==> config.mk <==
export PLATFORM = sky130hd
export DESIGN_NAME = tmr_vote_mon
export DESIGN_NICKNAME = d
export VERILOG_FILES = /design/src/rtl/tmr_vote_mon.sv
export SDC_FILE = /design/constraint.sdc
export NUM_CORES = 1
export LEC_CHECK = 0
export ABC_CLOCK_PERIOD_IN_PS = 3600
export CAP_MARGIN = 10
export CORE_MARGIN = 4
export CORE_UTILIZATION = 55
export DETAILED_ROUTE_END_ITERATION = 8
export DONT_BUFFER_PORTS = 1
export MAX_ROUTING_LAYER = met4
export PLACE_DENSITY = 0.78
export RECOVER_POWER = 100
export SLEW_MARGIN = 0
export SYNTH_ARGS = -nofsm -noshare
export SYNTH_HDL_FRONTEND = slang
export SYNTH_SLANG_ARGS = --single-unit
==> constraint.sdc <==
create_clock -name clk -period 3.6 [get_ports clk]
set_input_delay 1.08 -clock clk [delete_from_list [all_inputs] [get_ports clk]]
set_output_delay 1.08 -clock clk [all_outputs]
set_load 0.01 [all_outputs]
==> src/rtl/tmr_vote_mon.sv <==
// Triple-modular-redundancy voter with per-replica health monitoring and mode degradation.
// Optional corrected-error counter is built only when TMR_ERR_CNT_EN is defined.
module tmr_vote_mon #(
    parameter int unsigned REG_WIDTH    = 8,
    parameter int unsigned FAULT_THRESH = 4,
    parameter int unsigned CNT_WIDTH    = 16
) (
    input  logic                 clk,
    input  logic                 rst_n,
    input  logic                 in_valid,
    input  logic [REG_WIDTH-1:0] din_r1,
    input  logic [REG_WIDTH-1:0] din_r2,
    input  logic [REG_WIDTH-1:0] din_r3,
    input  logic                 clr_fault,
    output logic [REG_WIDTH-1:0] dout,
    output logic                 dout_valid,
    output logic [2:0]           mismatch,
    output logic [2:0]           lane_fail,
    output logic                 uncorr,
    output logic                 fatal,
    output logic [1:0]           mode,
    output logic [CNT_WIDTH-1:0] err_cnt
);

    localparam int unsigned SW = $clog2(FAULT_THRESH + 1);

    typedef enum logic [1:0] {
        MODE_NORM = 2'd0,
        MODE_DEGR = 2'd1,
        MODE_FAIL = 2'd2
    } mode_t;

    mode_t state, state_nxt;

    logic                 a_valid;
    logic [REG_WIDTH-1:0] a_r1, a_r2, a_r3;
    logic [REG_WIDTH-1:0] vote;
    logic [2:0][SW-1:0]   streak, streak_nxt;

    logic [REG_WIDTH-1:0] dout_nxt;
    logic [2:0]           mismatch_nxt;
    logic [2:0]           lane_fail_nxt;
    logic                 uncorr_nxt;
    logic [REG_WIDTH-1:0] hw0, hw1;
    logic [2:0]           hmask;
    logic [1:0]           nfail;

    assign vote = (a_r1 & a_r2) | (a_r1 & a_r3) | (a_r2 & a_r3);
    assign mode = state;

    // Healthy pair used for the 2-of-2 compare once one lane is retired
    always_comb begin
        hw0   = a_r1;
        hw1   = a_r2;
        hmask = 3'b011;
        if (lane_fail[0]) begin
            hw0   = a_r2;
            hw1   = a_r3;
            hmask = 3'b110;
        end else if (lane_fail[1]) begin
            hw0   = a_r1;
            hw1   = a_r3;
            hmask = 3'b101;
        end
    end

    // Next-state and output evaluation; clr_fault overrides all health bookkeeping
    always_comb begin
        state_nxt     = state;
        dout_nxt      = dout;
        mismatch_nxt  = mismatch;
        lane_fail_nxt = lane_fail;
        uncorr_nxt    = 1'b0;
        streak_nxt    = streak;
        nfail         = 2'd0;

        if (clr_fault) begin
            state_nxt     = MODE_NORM;
            lane_fail_nxt = 3'b000;
            streak_nxt    = '0;
            if (a_valid) begin
                dout_nxt = vote;
            end
        end else if (a_valid) begin
            case (state)
                MODE_NORM: begin
                    dout_nxt     = vote;
                    mismatch_nxt = {a_r3 != vote, a_r2 != vote, a_r1 != vote};
                end
                MODE_DEGR: begin
                    if (hw0 == hw1) begin
                        dout_nxt     = hw0;
                        mismatch_nxt = 3'b000;
                    end else begin
                        uncorr_nxt   = 1'b1;
                        mismatch_nxt = hmask;
                    end
                end
                default: begin
                    mismatch_nxt = 3'b000;
                end
            endcase

            for (int k = 0; k < 3; k++) begin
                if (!lane_fail[k]) begin
                    if (mismatch_nxt[k]) begin
                        streak_nxt[k] = streak[k] + SW'(1);
                        if (streak[k] == SW'(FAULT_THRESH - 1)) begin
                            lane_fail_nxt[k] = 1'b1;
                        end
                    end else begin
                        streak_nxt[k] = '0;
                    end
                end
            end

            nfail = {1'b0, lane_fail_nxt[0]} + {1'b0, lane_fail_nxt[1]} + {1'b0, lane_fail_nxt[2]};
            case (nfail)
                2'd0:    state_nxt = MODE_NORM;
                2'd1:    state_nxt = MODE_DEGR;
                default: state_nxt = MODE_FAIL;
            endcase
        end
    end

    always_ff @(posedge clk) begin
        if (!rst_n) begin
            a_valid    <= 1'b0;
            a_r1       <= '0;
            a_r2       <= '0;
            a_r3       <= '0;
            state      <= MODE_NORM;
            streak     <= '0;
            dout       <= '0;
            dout_valid <= 1'b0;
            mismatch   <= 3'b000;
            lane_fail  <= 3'b000;
            uncorr     <= 1'b0;
            fatal      <= 1'b0;
        end else begin
            a_valid <= in_valid;
            if (in_valid) begin
                a_r1 <= din_r1;
                a_r2 <= din_r2;
                a_r3 <= din_r3;
            end
            state      <= state_nxt;
            streak     <= streak_nxt;
            dout       <= dout_nxt;
            dout_valid <= a_valid;
            mismatch   <= mismatch_nxt;
            lane_fail  <= lane_fail_nxt;
            uncorr     <= uncorr_nxt;
            fatal      <= (state_nxt == MODE_FAIL);
        end
    end

`ifdef TMR_ERR_CNT_EN
    logic                 cnt_inc;
    logic [CNT_WIDTH-1:0] cnt_q;

    // Only NORM-mode corrections are counted; counter sticks at all-ones
    assign cnt_inc = a_valid && !clr_fault && (state == MODE_NORM) && (|mismatch_nxt);

    always_ff @(posedge clk) begin
        if (!rst_n) begin
            cnt_q <= '0;
        end else if (clr_fault) begin
            cnt_q <= '0;
        end else if (cnt_inc && (cnt_q != '1)) begin
            cnt_q <= cnt_q + CNT_WIDTH'(1);
        end
    end

    assign err_cnt = cnt_q;
`else
    assign err_cnt = '0;
`endif

endmodule

; ---- Yosys cells after proc, flatten, opt, wreduce, memory -nomap -nowiden
; Cells that the tools add are included.
[word_totals]
wordCells = 88
ff_bits = 53
[op_classes]
addsub = 5
bitwise = 12
mux = 36
n_reduce_logical = 10
eq_ne = 11
[op_table]
columns = operator, n
row1 = $mux W8, 7
row2 = $and A8 B8 Y8, 3
row3 = $mux W3, 8
row4 = $ne A8 B8 Y1, 3
row5 = $mux W1, 16
row6 = $or A8 B8 Y8, 2
row7 = $pmux W8 S2, 1
row8 = $add A3 B1 Y3 const B, 3
row9 = $eq A3 B2 Y1 const B, 3
row10 = $eq A8 B8 Y1, 1
row11 = $reduce_and A2 Y1, 4
row12 = $not A1 Y1, 7
row13 = $pmux W3 S2, 1
row14 = $eq A2 B1 Y1 const B, 2
row15 = $logic_not A2 Y1, 2
row16 = $mux W2, 2
row17 = $pmux W2 S2, 1
row18 = $reduce_or A4 Y1, 1
row19 = $ne A3 B3 Y1 const B, 1
row20 = $reduce_and A3 Y1, 1
row21 = $reduce_bool A3 Y1, 1
row22 = $add A1 B1 Y2, 1
row23 = $add A2 B1 Y2, 1
row24 = $eq A2 B2 Y1 const B, 1
row25 = $reduce_or A2 Y1, 1

; ---- Longest topological paths before layout
[logic_depth]
depth_word = 18
depth_mapped = 12
depth_no_buf = 10

; ---- Least setup slack after synthesis
; Ideal clock, no wire load.
[synth_path]
kind = reg-to-reg
startpoint = register lane_fail[0]
endpoint = register fatal
required_ns = 3.485
n_path_buf = 1
slack_ns = 0.626
period_less_slack_ns = 2.974
path_stages_with_launch = 12
arrival_time_ns = 2.860
cell_sequence = dfxtp_1 -> buf_2 -> or3b_2 -> o2111ai_1 -> o22ai_1 -> o41a_1 -> a21o_1 -> a21oi_1 -> fa_1 -> nor2b_1 -> mux2i_1 -> o21a_1
[synth_between]
elab_chain_len = 17
word_cells_on_any_way = 28
cone_classes = 2 x add/sub / 3 x eq/ne / 22 x mux / 1 x reduce/logical
[synth_rtl]
columns = element, line_no
row1 = from (decl), 18  ; output logic [2:0] lane_fail,
row2 = from (signal assigned), 152  ; lane_fail <= lane_fail_nxt;
row3 = $mux W8, 56  ; if (lane_fail[0]) begin
row4 = $eq A8 B8 Y1, 91  ; if (hw0 == hw1) begin
row5 = $mux W3, 91
row6 = $pmux W3 S2, 85  ; case (state)
row7 = $mux W3, 84  ; end else if (a_valid) begin
row8 = $mux W3, 77  ; if (clr_fault) begin
row9 = $mux W1, 106  ; if (mismatch_nxt[k]) begin
row10 = $mux W1, 105  ; if (!lane_fail[k]) begin
row11 = $mux W1, 84
row12 = $mux W1, 77
row13 = $add A1 B1 Y2, 117  ; nfail = {1'b0, lane_fail_nxt[0]} + {1'b0, lane_fail_nxt[1]} + {1'b0, lane_fail_nxt[2]};
row14 = $add A2 B1 Y2 (*), 117
row15 = $eq A2 B1 Y1 or $logic_not A2 Y1 (tied branches), 118  ; case (nfail)
row16 = $pmux W2 S2 (*), 118
row17 = $mux W2 (*), 84
row18 = $mux W2 (*), 77
row19 = $eq A2 B2 Y1 (*), 154  ; fatal <= (state_nxt == MODE_FAIL);
row20 = to (signal assigned), 154
row21 = to (decl), 20  ; output logic fatal,
; Every way passes the cells marked *; elsewhere a longest branch is shown, timed or not. The select of a mux whose other input is x is not followed.
; A chain may end at the register's enable or synchronous reset.

; ---- Worst setup path after layout
; Same ends and word-level chain as after synthesis.

==> results.txt <==
Relative slew margins - 18.25%
Synth Register Bits - 53
Drt drc - 0
Die Area - 0.007510 mm^2
Die height - 86.66 um
Largest family of logic cells by synthesized area - simple AND/OR/NAND/NOR gates
Layout Skew - 0.007832 ns
Clk pin slew, worst setup/hold paths - 0.10 ns
Unique masters post-synth - 45
Crit start category - flip-flop
Min-delay worst type - reg2reg
Synth warn - 0
Slew Viols, Final - 0
Grt met1 use - 29.02%
Routed length per instance - 16.93 um
WS Path Type - reg2reg
Vias in the first global route - 2,565
Filler cells - 575
N_diodes - 0
Reg2Reg Launch Point - lane_fail[0]
Hold Crit Depth - 1
Syn Inst Count - 401
WP buf/inv - 0
Reg-to-Reg End - fatal
CP required - 3.81 ns
Nets@finish - 416
Routed wire length - 7735 um
Sequential fraction of the synthesis area - 31.18%
Number of synthesized flops with an enable pin - 0
Row count - 28
Via count - 2,830
Hpwl dp - 5793 um
Cell type with the largest total area after synthesis - dfxtp_1
Setup slack, reg-to-reg - 0.41 ns
Final setup TNS - 0 ns
Ys async rst share - 0%
CP max stage delay - 0.54 ns
Drt pass-1 iters - 5
CTS tree - built
FMAX - 313.4 MHz
Post-Synth Adder-Cell Area - 2.794%
CP Max Fanout - 14
Remaining Overflow, GRT - 0
Initial Util - 57.14%
Xor/xnor cell area share of the yosys netlist - 0%
Final worst path period need - 3.191 ns
Avg Vias per Cell - 6.193
H-tree level count - 2
Final Util - 57.48%
Clock Sink Count - 53
Initial drt markers - 323
Cts bufs inserted - 5
Layout cells sized above 1 - 4.712%
Non-filler cells in the finished layout - 457
# hold bufs at CTS - 0
Clk_lat worst skew - 0.30 ns
Worst Max-Slew Pin Slew - 1.226 ns
Layout area overhead - 0.5881%
Final ANT Viol Nets - 0
Post-synthesis mux area share - 13.53%
Placed Cells - 449
Top cells by area, synth - dfxtp_1 (31%), mux2i_1 (14%), nor2b_1 (8.5%)
Place WS - 0.2953 ns
Worst reg-to-reg path cell count - 10
# Post-CTS Setup Buffers - 0
Data arrival time of the worst path - 3.40 ns
Synth Flop Type - dfxtp_1
Crit-path cells - or2_1, o2111ai_1, o22ai_1, o41a_1, a21o_1, a21oi_1, fa_1, nor2b_1, mux2i_1, o21a_1
Syn Std Cell Area - 0.003403 mm^2
RSZ-0062 raised after global routing - no
Hold wc startpoint - streak[1]
Final hold vios - 0
Total power - 1.155 mW
Met2 Use GR - 33.03%
Routability cong. - 0.9867
P_leak - 1.384 nW
Fin area - 0.003423 mm^2
Met3 usage - 4.563%
Worst Hold Path EP - streak[1]
Port Buffer Count - 0
Placed inst area - 0.003362 mm^2
Longest Clk Path Bufs - 2
Max-Cap Viols - 0
GRT busiest layer - met2
Yosys top cell area share - 31.18%
Compound-Gate Fraction of Synth Area - 18.49%
Mean post-synth cell area - 8.487 um^2
Clock root cell - clkbuf_8
CP endpoint kind - flip-flop
Core Box Area - 0.005956 mm^2
# resized after CTS - 0
Critical path's top delay family - compound AO/OA/AOI/OAI gates
Status - complete, no violations
Initial antenna violation count - 0
Final Cycle Share - 88.63%
# IOs - 63
Critical-path top delay cell - o41a_1
Largest net degree at the start of global routing - 48
First-pass GRT wire length - 12,800 um
Worst VDD drop - 0.0001768 V
Post-Synth Simple-Gate Area - 25.48%
# setup viols final - 0
PnR worst setup slack - 0.4095 ns
Total Routing Usage GR - 21.88%
PD cells - 337.5 mW/mm^2
WHS - 0.4812 ns
Die Wd - 86.66 um
layer usage:
metal / part of all wire (%) / vias to the layer above / wire length [um]
met1: 43 / 1322 / 3348
met4: 2.7 / 0 / 211
met5: 0 / - / 0
li1: - / 1379 / -
met3: 7.5 / 18 / 581
met2: 46 / 111 / 3593
cells in the final DEF (no fill, tap or decap), drive strengths merged, types with 2 or more instances in the layout:
cell,netlist,routed
dfxtp,53,53
nor2b,46,46
mux2i,46,46
nand2,36,36
conb,1,16
nor3,14,14
o2111ai,13,13
a21oi,13,13
nor2,13,13
nand3,11,11
or3b,11,11
o21ai,10,10
a21o,9,9
inv,8,9
o22ai,8,8
clkbuf,25,8
or4b,6,6
a22o,6,6
ha,6,6
nand2b,5,5
buf,24,5
o21a,4,4
or4,3,3
a32o,3,3
a31oi,3,3
a211o,3,3
o41ai,3,3
o211ai,2,2
a32oi,2,2
and3,2,2
and2,2,2
synthesized netlist by cell type (all sizes together) (10+ instances only):
| library cell | n |
|---|---|
| o21ai | 10 |
| mux2i | 46 |
| nand3 | 11 |
| nor2 | 13 |
| a21oi | 13 |
| buf | 24 |
| o2111ai | 13 |
| nor2b | 46 |
| or3b | 11 |
| dfxtp | 53 |
| nand2 | 36 |
| clkbuf | 25 |
| nor3 | 14 |
worst max path at each step:
stage,from,end,cells past startpoint
floorplan,lane_fail[0],fatal,11
detailed placement,lane_fail[0],fatal,11
global route,lane_fail[1],fatal,10
global placement,lane_fail[0],fatal,10
CTS,lane_fail[0],fatal,11
finish,lane_fail[0],fatal,10
sequential cells by signal, summed over array words and instances (netlist names), 2 cells and up:
name / flops
streak: 9
a_r1: 8
a_r2: 8
a_r3: 8
dout: 8
lane_fail: 3
mismatch: 3
mode: 2
area by class of cell:
class	count	area, um^2	share of cell area [%]
sequential	53	1062	31.03
clock inverter	2	13.76	0.4020
multi-input combinational	306	2093	61.15
tap	75	93.84	2.741
inverter	8	30.03	0.8772
timing repair buffer	7	57.56	1.681
clock buffer	6	72.57	2.120
report_power, final:
group          internal [mW]  switching (mW)  leakage [nW]  total (mW)
Combinational         0.0766          0.0873         0.905       0.164
Clock                  0.139           0.197        0.0456       0.336
Sequential             0.608          0.0467         0.434       0.655
Total                  0.824           0.331          1.38        1.16
worst register-to-register path: cells and delay by family, from the launching register on:
family	cells	cell delay, ns
AO/OA/AOI/OAI	6	1.62
AND/OR/NAND/NOR	2	0.54
adder cells (fa/ha/maj)	1	0.44
flip-flops	1	0.41
multiplexers	1	0.09
kinds of logic after synthesis:
| family | Yosys count |
|---|---|
| mux | 46 |
| flops | 53 |
| buf+inv | 57 |
| simple gates | 153 |
| compound gates | 84 |
| other cells | 1 |
| fa+ha+maj | 7 |
No activity file was read; power rests on OpenSTA's default activity.
